File: src/rtl/mii_phy_tx_if.sv
// MII transmit guard between MAC and PHY: jabber cut-off, inter-frame-gap policing,
// output retiming and CRS/COL synchronisation, with saturating statistics.
module mii_phy_tx_if #(
  parameter int unsigned PIPE_STAGES = 1,
  parameter int unsigned MAX_NIBBLES = 3060,
  parameter int unsigned IFG_NIBBLES = 24,
  parameter int unsigned CNT_WIDTH   = 16
) (
  input  logic                 rst_n,
  input  logic                 mac_mii_tx_clk,
  input  logic [3:0]           mac_mii_txd,
  input  logic                 mac_mii_tx_en,
  input  logic                 mac_mii_tx_er,
  output logic [3:0]           phy_mii_txd,
  output logic                 phy_mii_tx_en,
  output logic                 phy_mii_tx_er,
  input  logic                 phy_mii_crs,
  input  logic                 phy_mii_col,
  output logic                 mac_mii_crs,
  output logic                 mac_mii_col,
  input  logic                 clr_stats,
  output logic [CNT_WIDTH-1:0] stat_frame_cnt,
  output logic [CNT_WIDTH-1:0] stat_jabber_cnt,
  output logic [CNT_WIDTH-1:0] stat_ifg_viol_cnt,
  output logic                 jabber_active
);

  localparam int unsigned NibW  = (MAX_NIBBLES > 1) ? $clog2(MAX_NIBBLES + 1) : 1;
  localparam int unsigned IdleW = (IFG_NIBBLES > 1) ? $clog2(IFG_NIBBLES + 1) : 1;

  typedef enum logic [1:0] {StIdle, StFrame, StJabber, StIfg} state_e;

  state_e           state_q, state_d;
  logic [NibW-1:0]  nib_cnt_q, nib_cnt_d;
  logic [IdleW-1:0] idle_cnt_q, idle_cnt_d;
  logic [IdleW-1:0] idle_inc;
  logic             at_limit;

  logic             fwd, force_er, frame_start, ifg_viol;
  logic [5:0]       gated;

  assign idle_inc = idle_cnt_q + 1'b1;
  // nib_cnt counts nibbles already forwarded; the incoming one is number nib_cnt+1,
  // so the MAX_NIBBLES-th nibble is the one that gets the forced error.
  assign at_limit = (nib_cnt_q == NibW'(MAX_NIBBLES - 1));

  always_ff @(posedge mac_mii_tx_clk or negedge rst_n) begin
    if (!rst_n) begin
      state_q    <= StIdle;
      nib_cnt_q  <= '0;
      idle_cnt_q <= '0;
    end else begin
      state_q    <= state_d;
      nib_cnt_q  <= nib_cnt_d;
      idle_cnt_q <= idle_cnt_d;
    end
  end

  always_comb begin
    state_d    = state_q;
    nib_cnt_d  = nib_cnt_q;
    idle_cnt_d = idle_cnt_q;
    unique case (state_q)
      StIdle: begin
        if (mac_mii_tx_en) begin
          state_d   = StFrame;
          nib_cnt_d = NibW'(1);
        end
      end
      StFrame: begin
        if (mac_mii_tx_en) begin
          if (at_limit) begin
            state_d = StJabber;
          end else begin
            nib_cnt_d = nib_cnt_q + 1'b1;
          end
        end else if (IFG_NIBBLES <= 1) begin
          state_d    = StIdle;
          idle_cnt_d = '0;
        end else begin
          state_d    = StIfg;
          idle_cnt_d = IdleW'(1);
        end
      end
      StJabber: begin
        if (!mac_mii_tx_en) begin
          if (IFG_NIBBLES <= 1) begin
            state_d    = StIdle;
            idle_cnt_d = '0;
          end else begin
            state_d    = StIfg;
            idle_cnt_d = IdleW'(1);
          end
        end
      end
      StIfg: begin
        if (mac_mii_tx_en) begin
          state_d    = StFrame;
          nib_cnt_d  = NibW'(1);
          idle_cnt_d = '0;
        end else if (idle_inc == IdleW'(IFG_NIBBLES)) begin
          state_d    = StIdle;
          idle_cnt_d = '0;
        end else begin
          idle_cnt_d = idle_inc;
        end
      end
      default: state_d = StIdle;
    endcase
  end

  always_comb begin
    fwd         = 1'b0;
    force_er    = 1'b0;
    frame_start = 1'b0;
    ifg_viol    = 1'b0;
    unique case (state_q)
      StIdle: begin
        fwd         = mac_mii_tx_en;
        frame_start = mac_mii_tx_en;
      end
      StFrame: begin
        fwd      = mac_mii_tx_en;
        force_er = mac_mii_tx_en & at_limit;
      end
      StIfg: begin
        fwd         = mac_mii_tx_en;
        frame_start = mac_mii_tx_en;
        ifg_viol    = mac_mii_tx_en;
      end
      default: ;
    endcase
    gated = fwd ? {1'b1, mac_mii_tx_er | force_er, mac_mii_txd} : 6'd0;
  end

  // Retiming pipeline; the final stage is kept separate so it can be packed into the IOB.
  logic [5:0] pre_out;
  (* IOB = "TRUE" *) logic [5:0] out_q;

  if (PIPE_STAGES > 1) begin : g_pre
    logic [5:0] pre_q [PIPE_STAGES-1];
    always_ff @(posedge mac_mii_tx_clk or negedge rst_n) begin
      if (!rst_n) begin
        for (int unsigned i = 0; i < PIPE_STAGES - 1; i++) pre_q[i] <= '0;
      end else begin
        pre_q[0] <= gated;
        for (int unsigned i = 1; i < PIPE_STAGES - 1; i++) pre_q[i] <= pre_q[i-1];
      end
    end
    assign pre_out = pre_q[PIPE_STAGES-2];
  end else begin : g_nopre
    assign pre_out = gated;
  end

  always_ff @(posedge mac_mii_tx_clk or negedge rst_n) begin
    if (!rst_n) out_q <= '0;
    else        out_q <= pre_out;
  end

  assign phy_mii_tx_en = out_q[5];
  assign phy_mii_tx_er = out_q[4];
  assign phy_mii_txd   = out_q[3:0];

  logic crs_meta_q, crs_q, col_meta_q, col_q, jabber_q;

  always_ff @(posedge mac_mii_tx_clk or negedge rst_n) begin
    if (!rst_n) begin
      crs_meta_q <= 1'b0;
      crs_q      <= 1'b0;
      col_meta_q <= 1'b0;
      col_q      <= 1'b0;
      jabber_q   <= 1'b0;
    end else begin
      crs_meta_q <= phy_mii_crs;
      crs_q      <= crs_meta_q;
      col_meta_q <= phy_mii_col;
      col_q      <= col_meta_q;
      jabber_q   <= (state_d == StJabber);
    end
  end

  assign mac_mii_crs   = crs_q;
  assign mac_mii_col   = col_q;
  assign jabber_active = jabber_q;

  function automatic logic [CNT_WIDTH-1:0] sat_inc(input logic [CNT_WIDTH-1:0] v,
                                                   input logic inc);
    return (inc && !(&v)) ? v + 1'b1 : v;
  endfunction

  logic [CNT_WIDTH-1:0] frame_cnt_q, jabber_cnt_q, ifg_viol_cnt_q;

  always_ff @(posedge mac_mii_tx_clk or negedge rst_n) begin
    if (!rst_n) begin
      frame_cnt_q    <= '0;
      jabber_cnt_q   <= '0;
      ifg_viol_cnt_q <= '0;
    end else if (clr_stats) begin
      frame_cnt_q    <= '0;
      jabber_cnt_q   <= '0;
      ifg_viol_cnt_q <= '0;
    end else begin
      frame_cnt_q    <= sat_inc(frame_cnt_q, frame_start);
      jabber_cnt_q   <= sat_inc(jabber_cnt_q, force_er);
      ifg_viol_cnt_q <= sat_inc(ifg_viol_cnt_q, ifg_viol);
    end
  end

  assign stat_frame_cnt    = frame_cnt_q;
  assign stat_jabber_cnt   = jabber_cnt_q;
  assign stat_ifg_viol_cnt = ifg_viol_cnt_q;

endmodule
File: config.mk
export PLATFORM = sky130hd
export DESIGN_NAME = mii_phy_tx_if
export DESIGN_NICKNAME = d
export VERILOG_FILES = /design/src/rtl/mii_phy_tx_if.sv
export SDC_FILE = /design/constraint.sdc
export NUM_CORES = 1
export LEC_CHECK = 0
export BUFFER_PORTS_ARGS = -buffer_cell sky130_fd_sc_hd__buf_4
export CAP_MARGIN = 5
export CELL_PAD_IN_SITES_DETAIL_PLACEMENT = 1
export CELL_PAD_IN_SITES_GLOBAL_PLACEMENT = 1
export CORE_UTILIZATION = 43
export DETAILED_ROUTE_END_ITERATION = 6
export PLACE_DENSITY = 0.88
export SLEW_MARGIN = 10
export SYNTH_ARGS = -nofsm -noshare
export SYNTH_HDL_FRONTEND = slang
export SYNTH_SLANG_ARGS = --single-unit
File: constraint.sdc
create_clock -name mac_mii_tx_clk -period 2.9 [get_ports mac_mii_tx_clk]
set_input_delay 0.29 -clock mac_mii_tx_clk [delete_from_list [all_inputs] [get_ports mac_mii_tx_clk]]
set_output_delay 0.29 -clock mac_mii_tx_clk [all_outputs]
set_load 0.01 [all_outputs]
---- Yosys cells after proc, flatten, opt, wreduce, memory -nomap -nowiden ----
Cells that the tools add are included.
word-level totals
  register bits after elaboration ......... 78
  bits in latches ......................... 0
  memory bits (writable) .................. 0
  memory bits (read-only) ................. 0
  bits of input ports ..................... 11
  memories kept ........................... 0
operators by class
  add/sub/neg operators ................... 5
  multipliers ............................. 0
  div/mod/pow operators ................... 0
  magnitude comparators ................... 0
  eq/ne operators ......................... 10
  shifts and indexed selects .............. 0
  mux-type cells .......................... 26
  bitwise logic cells ..................... 2
  reduce and logical (&&, ||, !) cells .... 20
operators with widths
  kind                                                                   count
  16-bit 2-to-1 mux                                                      6
  16-bit by 1-bit adder with 16-bit output, second input constant        3
  16-bit AND reduction                                                   3
  12-bit 2-to-1 mux                                                      3
  12-bit one-hot mux with 2 select lines                                 1
  5-bit 2-to-1 mux                                                       3
  12-bit by 1-bit adder with 12-bit output, second input constant        1
  12-bit equality test, second input constant                            1
  2-bit 2-to-1 mux                                                       6
  5-bit one-hot mux with 2 select lines                                  1
  2-bit nonzero test                                                     5
  2-bit one-hot mux with 4 select lines                                  1
  2-bit equality test, second input constant                             3
  6-bit 2-to-1 mux                                                       1
  2-bit inequality test, second input constant                           3
  5-bit by 1-bit adder with 5-bit output, second input constant          1
  5-bit equality test, second input constant                             1
  1-bit 2-to-1 mux                                                       4
  4-bit AND reduction                                                    1
  2-bit OR reduction                                                     2
  1-bit logical AND                                                      3
  1-bit zero test                                                        3
  3-bit OR reduction                                                     1
  2-bit by 1-bit equality test with 1-bit output, second input constant  1
  5 further kinds                                                        5

---- Longest topological paths before layout ----
Gate-level depths: netlist of the first run.
  depth in word-level cells ............... 6
  mapped depth ............................ 8
  mapped depth without buffers ............ 7

---- Worst setup path after synthesis of the first run ----
OpenSTA, ideal clock, no wires.
  path type ............................... flip-flop to flip-flop
  start point ............................. reg nib_cnt_q[0]
  end point ............................... reg jabber_cnt_q[7], in the netlist stat_jabber_cnt[7]
  setup time .............................. 0.132 ns
  arrival ................................. 2.275 ns
  data required time ...................... 2.768 ns
  path slack .............................. 0.494 ns
  stages on the path, launching flop included .. 8
  path buffers ............................ 1
  cell sequence ........................... dfrtp_1 -> ha_1 -> or4b_4 -> or4_4 -> buf_6 -> a2111oi_4 -> xnor2_1 -> nor2_1
between the ends
  cells in the longest elaborated chain, start to end .. 5
ends and longest elaborated chain
  element                              line  text
  from (decl)                          34    logic [NibW-1:0] nib_cnt_q, nib_cnt_d;
  from (signal assigned)               54    nib_cnt_q <= nib_cnt_d;
  12-bit equality test                 45    assign at_limit = (nib_cnt_q == NibW'(MAX_NIBBLES - 1));
  1-bit AND                            124   force_er = mac_mii_tx_en & at_limit;
  1-bit 2-to-1 mux                     117   unique case (state_q)
  1-bit logical AND                    188   return (inc && !(&v)) ? v + 1'b1 : v;
  2-bit nonzero test (no source line)  -
  to (signal assigned)                 204   jabber_cnt_q <= sat_inc(jabber_cnt_q, force_er);
  to (decl)                            191   logic [CNT_WIDTH-1:0] frame_cnt_q, jabber_cnt_q, ifg_viol_cnt_q;
No other way between the ends.
A chain may end at the register's enable or synchronous reset.

---- Final worst setup path of the first run ----
  start point ............................. reg nib_cnt_q[0]
  end point ............................... reg jabber_cnt_q[5], in the netlist stat_jabber_cnt[5]
Same word-level chain as after synthesis.

==> results.toml, run 1 <==
[timing]
rsz0062_at_grt = "no"
max_slew_margin = 0.325
period_minus_slack_ns = 2.64
setup_viol = 0
period_share = 0.910
tightest_slew_ns = 1.01
drv_slew = 0
setup_tns_ns = 0
clock.fmax_ghz = 0.379
fin_skew_ns = 0.00859
hold_violations = 0
layout_setup_ws_ns = 0.262

[synthesis]
synth_ff_type = "dfrtp_1"
synth_top_area_cell = "dfrtp_1"
syn_area_mm2 = 0.00413
ys.warnings.count = 0
synth.most_common_cell = "dfrtp_1"
syn_avg_cell_area_um2 = 9.54
yosysTopAreaCellShare = 0.472
synth_enable_flop_cells = 0
synth_nets = 453
yosysUniqueCellTypes = 50
synth_seq_area_share = 0.472
ys_top_cells_by_count = "78 x dfrtp_1, 55 x nor2_1, 39 x xnor2_1, 37 x nand2_1, 20 x nand3_1"
ys_seq_elements = 78
synth_cells = 433
synthTopCellsByArea = "dfrtp_1 47%, xnor2_1 8.3%, nor2_1 5.0%"
synthArstFlopShare = 1.00

[clock_tree]
cts_buffer_depth = 2
postCtsSetupRepairBufs = 0
htreeDepth = 3
cts_resized = 0
cts_buffers = 9
cts_tree = "built"
clk-insertion-delay-late_ns = 0.34
cts_root_buf = "clkbuf_8"
cts_sinks = 78
ctsHoldBuffers = 0
path_clk_slew_ns = 0.08

[power_and_ir_drop]
p_per_area_mw_per_mm2 = 561
power.total_mw = 2.77
leakage_nw = 2.06
ir_drop_mv = 0.242

[finish]
fillers = 1112
areaGrowthSynthToFinish_pct = 19.8
final_util = 0.533
drive_gt1_frac = 0.195
fin_nets = 519
antennaDiodeCount = 0

[worst_setup_path]
timing.rr.end = "stat_jabber_cnt[5]"
path_buf_inv = 0
cp_max_fo = 11
slowest_delay_ns = 0.66
crit_type = "register to register"
r2r_slack_ns = 0.26
crit_slowest_cell = "or4_4"
r2r-start = "nib_cnt_q[0]"
worstPathCellList = "ha_1 > or4b_4 > or4_4 > a2111oi_1 > xnor2_1 > nor2_1"
crit_required_ns = 3.11
ff2ff_path_depth = 6
critPathLaunchType = "register"
path_delay_family = "simple AND/OR/NAND/NOR gates"
end_kind = "register"
cp.arrival_ns = 2.85

[placed_design]
dpl_worst_slack_ns = 0.262
numPortBuffers = 67
place.gp.congestion = 0.845
dp_hpwl_um = 7410

[floorplanning]
dieHeight_um = 100
design.die.area_mm2 = 0.0100
die_w_um = 100
initial_utilization = 0.445
core_mm2 = 0.00928
fp-row-count = 35
io_pins = 68

[drt]
final_antenna_net_count = 0
drt_iter0_drc = 134
totalWireLength_um = 10800
vias_per_cell = 5.65
first_pass_iters = 4
wl_per_cell_um = 17.1
drc = 0
via_count = 3562

[global_routing]
antenna_found_initial = 0
overflow = 0
grt_start_max_net_pins = 79
grt_first_pass_wirelength_um = 18500
grt_pass1_vias = 3659
grt_usage = 0.232

[flow_run]
maxCapViolCount = 0

[worst_hold_path]
hp-start = "phy_mii_col"
min_to = "col_meta_q"
holdPathStages = 1
holdCritPathClass = "primary input to register"

[run_status]
outcome = "finished, final reports clean"
flip-flops by register name, indices dropped and copies added, names as in the netlist, 2 cells and up:
name,flops
stat_frame_cnt,16
stat_ifg_viol_cnt,16
stat_jabber_cnt,16
nib_cnt_q,12
out_q,6
idle_cnt_q,5
state_q,2
layer usage:
metal / up-vias / GRT usage / wire, um
met5: - / 0 / 0
met4: 0 / 0.0881 / 179
met2: 79 / 0.393 / 5430
li1: 1678 / - / -
met1: 1788 / 0.303 / 4820
met3: 17 / 0.0313 / 348
cells by family (layout without fill, tap and decap cells):
| kind of cell | Yosys count | after routing | synth area share |
|---|---|---|---|
| AND/OR/NAND/NOR | 194 | 194 | 0.243 |
| AO/OA/AOI/OAI | 75 | 75 | 0.126 |
| adder cells (fa/ha/maj) | 9 | 9 | 0.0273 |
| XOR/XNOR | 43 | 43 | 0.0912 |
| buffers and inverters | 29 | 98 | 0.0282 |
| flip-flops | 78 | 78 | 0.472 |
| multiplexers | 5 | 5 | 0.0121 |
power breakdown:
group	internal (mW)	switching, mW	total [mW]	leakage (nW)
combinational	0.275	0.427	0.701	0.907
sequential	1.17	0.0987	1.27	1.06
clock	0.411	0.397	0.808	0.0980
how the worst max path moves through the flow:
stage	slack, ns	start	end	depth (start not counted)
floorplan	0.49	nib_cnt_q[0]	stat_jabber_cnt[7]	7
detailed placement	0.26	nib_cnt_q[0]	stat_jabber_cnt[5]	6
global route	0.1	nib_cnt_q[0]	stat_jabber_cnt[5]	6
CTS	0.25	nib_cnt_q[0]	stat_jabber_cnt[5]	6
global placement	0.33	nib_cnt_q[0]	stat_jabber_cnt[5]	6
finish	0.26	nib_cnt_q[0]	stat_jabber_cnt[5]	6
cells in the final DEF (no fill, tap or decap), types with 3 or more instances in the layout:
master     n
nor4_1     9
o21ai_0   16
a31oi_1    6
inv_1     12
nand3_1   20
or2_2      4
nand4_1   17
and3_1     4
nand2_1   37
nor3_1    12
xnor2_1   39
nor2_1    55
a22o_1     3
buf_4     72
and2_1     7
dfrtp_1   78
xor2_1     4
mux2i_1    5
o31ai_1    9
a211oi_1  13
nor2b_1    7
and4_1     5
ha_1       9
clkbuf_8  10
a21oi_1   15
final cells by class:
cell class                 instances  area (um^2)  share of cell area
clock buffer                      10          138              0.0278
tap                              129          161              0.0326
clock inverter                     4         48.8             0.00986
sequential                        78         1950               0.394
multi-input combinational        326         2060               0.417
inverter                          12         45.0             0.00910
timing repair buffer              72          541               0.109
per-stage QoR:
step	instance area, um^2	hold slack (ns)	cells
6_report	4950	0.0662	631
5_1_grt	4950	0.0456	631
4_1_cts	4950	0.0546	631
3_5_place_dp	4760	0.339	617
3_3_place_gp	4760	0.332	617
2_1_floorplan	4130	-0.00559	433
No activity file was read; power rests on OpenSTA's default activity.
==> inputs of run 2 (changes only) <==
Settings changed: ABC_AREA from default to 1, CORE_UTILIZATION 43 to 42, PLACE_DENSITY 0.88 to 0.89.
==> results.toml, run 2 <==
[floorplanning]
die_w_um = 106
design.die.area_mm2 = 0.0113
fp-row-count = 37
dieHeight_um = 106
initial_utilization = 0.438
core_mm2 = 0.0105
io_pins = 68

[timing]
holdWs_ns = 0.0411
hold_violations = 0
fin_skew_ns = 0.00989
tightest_slew_ns = 1.02
setup_viol = 0
clock.fmax_ghz = 0.450
setup_tns_ns = 0
period_share = 0.767
rsz0062_at_grt = "no"
max_slew_margin = 0.320
period_minus_slack_ns = 2.22
drv_slew = 0

[worst_hold_path]
holdCritPathClass = "primary input to register"
hp-start = "phy_mii_col"

[worst_setup_path]
r2r-start = "stat_frame_cnt[0]"
critPathLaunchType = "register"
crit_path_end = "stat_frame_cnt[8]"
crit_path_start = "stat_frame_cnt[0]"
worstPathCellList = "ha_1 > nand3_1 > nor3_2 > nand3_1 > nand2_1 > nand2_2 > inv_1 > nand2_1 > o31ai_1"
slowest_delay_ns = 0.45
path_delay_family = "simple AND/OR/NAND/NOR gates"
crit_cells = 9
path_buf_inv = 1
cp.arrival_ns = 2.47
cp_max_fo = 12
end_kind = "register"
crit_slowest_cell = "dfrtp_1"
crit_type = "register to register"
r2r_slack_ns = 0.68
crit_required_ns = 3.15
timing.rr.end = "stat_frame_cnt[8]"
ff2ff_path_depth = 9

[finish]
antennaDiodeCount = 0
areaGrowthSynthToFinish_pct = 19.1
final_cell_mix = "152 x nand2_1, 78 x dfrtp_1, 74 x nor2_1, 70 x nand3_1, 68 x buf_4"
layout_commonest_cell = "nand2_1"
drive_gt1_frac = 0.165
fin_nets = 682

[synthesis]
syn_area_mm2 = 0.00458
synth_seq_area_share = 0.426
ys_seq_elements = 78
synth_ff_type = "dfrtp_1"
yosysUniqueCellTypes = 40
yosysTopAreaCellShare = 0.426
synthTopCellsByArea = "dfrtp_1 43%, nand2_1 12%, nand3_1 7.6%"
synth_top_area_cell = "dfrtp_1"
synth_cells = 596
synth.most_common_cell = "nand2_1"
synthArstFlopShare = 1.00
synth_enable_flop_cells = 0
ys.warnings.count = 0
ys_top_cells_by_count = "152 x nand2_1, 78 x dfrtp_1, 74 x nor2_1, 70 x nand3_1, 50 x inv_1"
synth_nets = 616
syn_avg_cell_area_um2 = 7.69

[clock_tree]
postCtsSetupRepairBufs = 0
ctsHoldBuffers = 0
cts_root_buf = "clkbuf_8"
path_clk_slew_ns = 0.08
htreeDepth = 3
cts_sinks = 78
clk-insertion-delay-late_ns = 0.36
cts_resized = 0
cts_tree = "built"
cts_buffers = 9
cts_buffer_depth = 2

[global_routing]
grt_start_max_net_pins = 79
met3_usage = 0.0356
antenna_found_initial = 0
overflow = 0
grt_first_pass_wirelength_um = 22700
top_usage_layer = "met2"
grt_util_met1 = 0.322
grt_use_met2 = 0.437
grt_usage = 0.252
grt_pass1_vias = 4576

[power_and_ir_drop]
leakage_nw = 2.62
p_per_area_mw_per_mm2 = 584
ir_drop_mv = 0.241

[placed_design]
place.gp.congestion = 0.866
numPortBuffers = 67
dp_hpwl_um = 9390

[flow_run]
maxCapViolCount = 0

[drt]
wl_per_cell_um = 16.7
drc = 0
first_pass_iters = 4
final_antenna_net_count = 0
via_count = 4349
drt_iter0_drc = 201
vias_per_cell = 5.42
totalWireLength_um = 13400

[run_status]
outcome = "finished, final reports clean"
-- run 2: logic make-up (layout without fill, tap and decap cells) --
family	count (synthesis)	in the layout	share of synthesized area
fa+ha+maj	9	9	0.0246
simple gates	355	355	0.355
flops	78	78	0.426
buf+inv	69	140	0.0622
compound gates	48	48	0.0617
xor+xnor	37	37	0.0707
-- run 2: area by class of cell --
class                      count  area, um^2
tap                          136         170
clock inverter                 6         133
timing repair buffer          68         510
clock buffer                  10         138
inverter                      56         210
sequential                    78        1950
fill                        1328        5000
multi-input combinational    449        2350
-- run 2: power breakdown --
part           switching, mW  total [mW]  internal, mW
clock                  0.428        1.11         0.681
sequential             0.103        1.28          1.18
combinational          0.564       0.800         0.236
-- run 2: routing by layer --
| layer | part of all wire | vias up |
|---|---|---|
| li1 | - | 2067 |
| met1 | 0.45 | 2148 |
| met2 | 0.50 | 108 |
| met3 | 0.034 | 26 |
| met4 | 0.018 | 0 |
| met5 | 0 | - |
-- run 2: worst min-delay path by stage --
stage | end | cells past startpoint | slack [ns]
CTS | col_meta_q | 1 | 0.04
floorplan | col_meta_q | 0 | -0.006
detailed placement | mac_mii_crs | 0 | 0.34
finish | col_meta_q | 1 | 0.04
global route | crs_meta_q | 1 | 0.03
global placement | mac_mii_crs | 0 | 0.33
-- run 2: metrics by stage --
stage,std cells,utilization,area [um^2],power [mW],setup slack [ns]
2_1_floorplan,596,-,4580,1.81,1.23
3_3_place_gp,787,0.496,5190,2.02,0.916
3_5_place_dp,787,0.496,5190,2.08,0.708
4_1_cts,803,0.522,5460,3.19,0.680
5_1_grt,803,0.522,5460,3.35,0.386
6_report,803,0.522,5460,3.19,0.677
-- run 2: worst register-to-register path: stages (launching register included) --
cell,delay (ns)
dfrtp_1,0.45
ha_1,0.25
nand3_1,0.18
nor3_2,0.20
nand3_1,0.11
nand2_1,0.35
nand2_2,0.21
inv_1,0.20
nand2_1,0.07
o31ai_1,0.09
